### config.mk
export PLATFORM = sky130hd
export DESIGN_NAME = program_feeder
export DESIGN_NICKNAME = d
export VERILOG_FILES = /design/src/rtl/feeder_pkg.sv /design/src/rtl/prog_mem.sv /design/src/rtl/program_feeder.sv
export SDC_FILE = /design/constraint.sdc
export NUM_CORES = 1
export LEC_CHECK = 0
export BUFFER_PORTS_ARGS = -buffer_cell sky130_fd_sc_hd__buf_2
export CORE_ASPECT_RATIO = 0.7
export CORE_UTILIZATION = 43
export DETAILED_ROUTE_END_ITERATION = 10
export GPL_ROUTABILITY_DRIVEN = 0
export SYNTH_ARGS = -nofsm -noshare
export SYNTH_HDL_FRONTEND = slang
export SYNTH_SLANG_ARGS = --single-unit
### constraint.sdc
create_clock -name CLK -period 5 [get_ports CLK]
set_input_delay 0.75 -clock CLK [delete_from_list [all_inputs] [get_ports CLK]]
set_output_delay 0.75 -clock CLK [all_outputs]
set_load 0.1 [all_outputs]
### src/rtl/feeder_pkg.sv
// Shared constants and state encoding for the program feeder that drives
// the 10-bit processor's Data_in from a small program image.
package feeder_pkg;

    localparam int WIDTH  = 10;
    localparam int DEPTH  = 16;
    localparam int ADDR_W = $clog2(DEPTH);

    localparam logic [WIDTH-1:0] HALT_WORD = 10'h3FF;

    typedef enum logic [1:0] {
        IDLE  = 2'd0,
        FETCH = 2'd1,
        EXEC  = 2'd2,
        HALT  = 2'd3
    } feeder_state_t;

endpackage

### src/rtl/prog_mem.sv
// Program image storage: register array with one synchronous write port and
// one combinational read port; contents deliberately survive reset.
module prog_mem
    import feeder_pkg::*;
(
    input  logic              clk,
    input  logic              we,
    input  logic [ADDR_W-1:0] waddr,
    input  logic [WIDTH-1:0]  wdata,
    input  logic [ADDR_W-1:0] raddr,
    output logic [WIDTH-1:0]  rdata
);

    logic [WIDTH-1:0] mem [DEPTH];

    always_ff @(posedge clk) begin
        if (we) begin
            mem[waddr] <= wdata;
        end
    end

    assign rdata = mem[raddr];

endmodule

### src/rtl/program_feeder.sv
// Program sequencer: presents instruction words at fetch and immediates on
// Ext requests, stepping in lock-step with the processor's debounced clock.
module program_feeder
    import feeder_pkg::*;
(
    input  logic              CLK,
    input  logic              RSTb,
    input  logic              step,
    input  logic              ir_load,
    input  logic              ext_req,
    input  logic              done,
    input  logic              load_en,
    input  logic [ADDR_W-1:0] load_addr,
    input  logic [WIDTH-1:0]  load_data,
    input  logic              run,
    output logic [WIDTH-1:0]  data_out,
    output logic              data_valid,
    output logic [ADDR_W-1:0] pc,
    output logic              halted,
    output logic              overrun
);

    feeder_state_t     state, state_n;
    logic [ADDR_W-1:0] pc_n;
    logic              halted_n;
    logic              overrun_n;
    logic [WIDTH-1:0]  mem_word;
    logic              last_word;
    logic              mem_we;

    // Writes are only accepted while idle so a running program cannot be disturbed.
    assign mem_we = load_en && (state == IDLE);

    prog_mem u_prog_mem (
        .clk   (CLK),
        .we    (mem_we),
        .waddr (load_addr),
        .wdata (load_data),
        .raddr (pc),
        .rdata (mem_word)
    );

    assign last_word  = (pc == ADDR_W'(DEPTH - 1));
    assign data_valid = (state == FETCH) || (state == EXEC);
    assign data_out   = data_valid ? mem_word : '0;

    always_ff @(posedge CLK) begin
        if (!RSTb) begin
            state   <= IDLE;
            pc      <= '0;
            halted  <= 1'b0;
            overrun <= 1'b0;
        end else begin
            state   <= state_n;
            pc      <= pc_n;
            halted  <= halted_n;
            overrun <= overrun_n;
        end
    end

    // Consuming the final word wraps pc and ends the run as an overrun,
    // which takes priority over any concurrent done.
    always_comb begin
        state_n   = state;
        pc_n      = pc;
        halted_n  = halted;
        overrun_n = overrun;
        case (state)
            IDLE: begin
                if (run) begin
                    pc_n    = '0;
                    state_n = FETCH;
                end
            end
            FETCH: begin
                if (mem_word == HALT_WORD) begin
                    state_n  = HALT;
                    halted_n = 1'b1;
                end else if (step && ir_load) begin
                    pc_n = pc + ADDR_W'(1);
                    if (last_word) begin
                        state_n   = HALT;
                        halted_n  = 1'b1;
                        overrun_n = 1'b1;
                    end else begin
                        state_n = EXEC;
                    end
                end
            end
            EXEC: begin
                if (step && ext_req) begin
                    pc_n = pc + ADDR_W'(1);
                    if (last_word) begin
                        state_n   = HALT;
                        halted_n  = 1'b1;
                        overrun_n = 1'b1;
                    end else if (done) begin
                        state_n = FETCH;
                    end
                end else if (step && done) begin
                    state_n = FETCH;
                end
            end
            HALT: begin
                if (run) begin
                    pc_n      = '0;
                    halted_n  = 1'b0;
                    overrun_n = 1'b0;
                    state_n   = FETCH;
                end
            end
            default: begin
                state_n = IDLE;
            end
        endcase
    end

endmodule

==> flow_summary_export.csv <==
group,metric,value,unit
run_status,status,"complete, no violations",
worst_setup_path,crit_chain,"buf_4 -> nor2b_1 -> a221oi_1 -> a22oi_1 -> o21ai_2 -> and2_1 -> buf_2",
cells_and_area,syn2layout_area_growth,15.02,%
logic_synthesis,ys_seq_area_share,70.67,%
pwr,ir_drop,0.0003669,V
global_route,grt_usage,19.13,%
logic_synthesis,synth_xor_area_share,0,%
job,drv_cap,0,
clock_network,hold_buffers,0,
clock_network,cts-root-buf,"clkbuf_16",
logic_synthesis,synth_fa_ha_area_share,1.052,%
timing,hold_viol_final,0,
detailed_routing,firstDrtPassIters,4,
timing,setup_violations,0,
clock_network,clock_latency,0.42,ns
worst_setup_path,end_kind,"output pin",
clock_network,numCtsBuffers,17,
floorplan,die-area,0.01713,mm2
worst_hold_path,min_path_type,"reg -> reg",
worst_setup_path,arrival,3.07,ns
clock_network,post_cts_buffers,0,
logic_synthesis,synth_simple_gate_area_share,5.749,%
worst_setup_path,path_class,"reg -> out",
detailed_routing,avgViaCountPerCell,5.632,
logic_synthesis,synth_nets,425,
clock_network,cts_tree,"done",
detailed_routing,drtIter0Drc,389,
placed_design,port_buffers,38,
timing,fmax,0.2618,GHz
worst_setup_path,crit_family,"simple AND/OR/NAND/NOR gates",
logic_synthesis,synth_top_cells_by_count,"160 x edfxtp_1, 26 x nor2_1, 24 x mux2i_1, 21 x nand2_1",
cells_and_area,fin_util,51.86,%
pwr,power_density,518.2,mW/mm2
cells_and_area,antennaDiodeCount,0,
detailed_routing,wirelength,15470,um
floorplan,ios,39,
timing,period_needed,3.819,ns
floorplan,initial_core_util,45.08,%
detailed_routing,vias,3858,
logic_synthesis,syn_area,0.007138,mm2
detailed_routing,drc,0,
floorplan,core,0.01583,mm2
global_route,antenna_found_initial,0,
placed_design,dpl.hpwl,9964,um
clock_network,clkTransAtPathRegs,0.07,ns
cells_and_area,nFillCells,1278,
detailed_routing,wl_per_cell,22.58,um
worst_setup_path,cp_data_required_time,4.25,ns
logic_synthesis,synth_cells,397,
logic_synthesis,synth_cell_type_count,50,
worst_setup_path,slowest_delay,0.85,ns
logic_synthesis,synth.top_cell.area_share,67.31,%
worst_hold_path,hold_end,"overrun$_SDFFE_PN0P_",
worst_setup_path,critPathSlowestCell,"nor2b_1",
floorplan,fp.dieH,109.8,um
clock_network,cts_buffer_depth,2,
logic_synthesis,ys.warnings.count,0,
logic_synthesis,synthTopCellsByArea,"edfxtp_1 67%, mux4_1 5.5%, mux4_2 4.7%, dfxtp_1 3.4%, mux2i_1 3.4%",
logic_synthesis,yosysTopAreaCell,"edfxtp_1",
timing,fin_crit_sh,76.39,%
floorplan,rows,38,
floorplan,chipWidth,156.0,um
worst_setup_path,path_buf_inv,2,
worst_setup_path,crit_fanout,18,
timing,fin_setup_tns,0,ns
timing,tightest_slew,1.174,ns
cells_and_area,drive_above_1_share,24.52,%
timing,clock-skew-final,0.01496,ns
logic_synthesis,synth_compound_area_share,5.977,%
worst_hold_path,hold_depth,2,
global_route,grt_first_pass_wirelength,22660,um
logic_synthesis,synth-seq-cells,172,
worst_hold_path,min_from,"overrun$_SDFFE_PN0P_",
global_route,grt_max_degree,28,
logic_synthesis,avgSynthCellArea,17.98,um2
pwr,leakagePower,2.691,nW
logic_synthesis,synth_top_family_by_area,"multiplexers",
worst_setup_path,start_kind,"flip-flop",
worst_setup_path,reg2reg_slack,1.70,ns
clock_network,post_cts_resize_count,0,
logic_synthesis,synth_ff_type,"edfxtp_1",
worst_setup_path,reg2reg_depth,8,
logic_synthesis,yosysMostFrequentCell,"edfxtp_1",
timing,final_max_slew_viol_count,0,
detailed_routing,ant_nets,0,
clock_network,cts_num_sinks,172,
clock_network,htreeDepth,4,
worst_setup_path,regToRegEndpoint,"pc[2]$_SDFFE_PN0P_",
logic_synthesis,synth_edf_count,160,
timing,rsz0062_at_grt,"no",
logic_synthesis,async_flop_share,0,%
cells_and_area,final_nets,480,
global_route,grt_pass1_vias,3648,
global_route,gr-total-overflow,0,
timing,slew-limit-headroom,21.46,%
logic_synthesis,synthMuxAreaShare,13.94,%
==> sequential cells by signal, summed over array words and instances, names as in the netlist, named ones only <==
signal	cells
halted	1
pc	4
overrun	1
u_prog_mem.mem	160
state	2
==> final cells by class <==
cell class                      instances  area (um2)  share of cell area [%]
Sequential cell                       172        5046                   61.46
Multi-Input combinational cell        201        1932                   23.53
Clock buffer                           22       508.0                   6.187
Timing Repair Buffer                   52       307.8                   3.749
Tap cell                              220       275.3                   3.353
Clock inverter                         10       111.4                   1.356
Inverter                                8       30.03                  0.3657
==> tightest hold or removal path, stage by stage (launching register included) <==
cell     delay, ns
dfxtp_1       0.31
o21ai_1       0.12
nor2_1        0.05
==> routing by layer <==
metal,track usage [%],wire [um],vias to the layer above
met2,28.76,6995,129
li1,-,-,1742
met1,27.88,7357,1974
met3,4.296,970,13
met5,0,0,-
met4,5.672,146,0
==> power by group <==
part,switching [mW],total [mW],internal (mW)
registers,0.0422,1.66,1.62
clock network,0.563,1.36,0.792
logic,0.931,1.24,0.305
total,1.54,4.25,2.72
==> placed cells by master (no fill, tap or decap), types with 5 or more instances in the layout <==
master       n
buf_2       38
a221oi_1     9
a21oi_1      7
and2_1       6
mux2i_1     24
inv_6        5
mux4_2      15
a22oi_1      6
nor2_1      24
o21ai_1      8
clkbuf_16   20
edfxtp_1   160
ha_1         6
a31oi_1      5
buf_4       13
nand2_1     21
nand3_1      7
mux4_1      15
inv_1        8
dfxtp_1     11
==> worst max path at each step <==
stage                                      from           to  slack [ns]  cells after the start
after floorplan           state[0]$_SDFFE_PN0P_  data_out[0]        0.37                      4
after global placement                flip-flop  data_out[1]        1.65                      6
after detailed placement              flip-flop  data_out[1]        1.67                      7
after CTS                             flip-flop  data_out[1]        1.18                      7
after global routing                  flip-flop  data_out[5]        0.93                      7
final                                 flip-flop  data_out[1]        1.18                      7
==> metrics by stage <==
stage	hold WS, ns	worst slack, ns	area [um2]	instances	power [mW]
3_5_place_dp	0.5061	1.672	7591	653	2.929
4_1_cts	0.5195	1.178	8210	685	4.274
2_1_floorplan	0.4709	0.3739	7138	397	2.683
5_1_grt	0.5379	0.9255	8210	685	4.404
6_report	0.5196	1.181	8210	685	4.255
3_3_place_gp	0.4776	1.650	7591	653	2.915
==> cells by family after synthesis <==
family                   after synthesis
flip-flops                           172
AND/OR/NAND/NOR                       82
multiplexers                          56
buffers and inverters                 24
adder cells (fa/ha/maj)                6
AO/OA/AOI/OAI                         57
(Power assumes the default switching activity.)
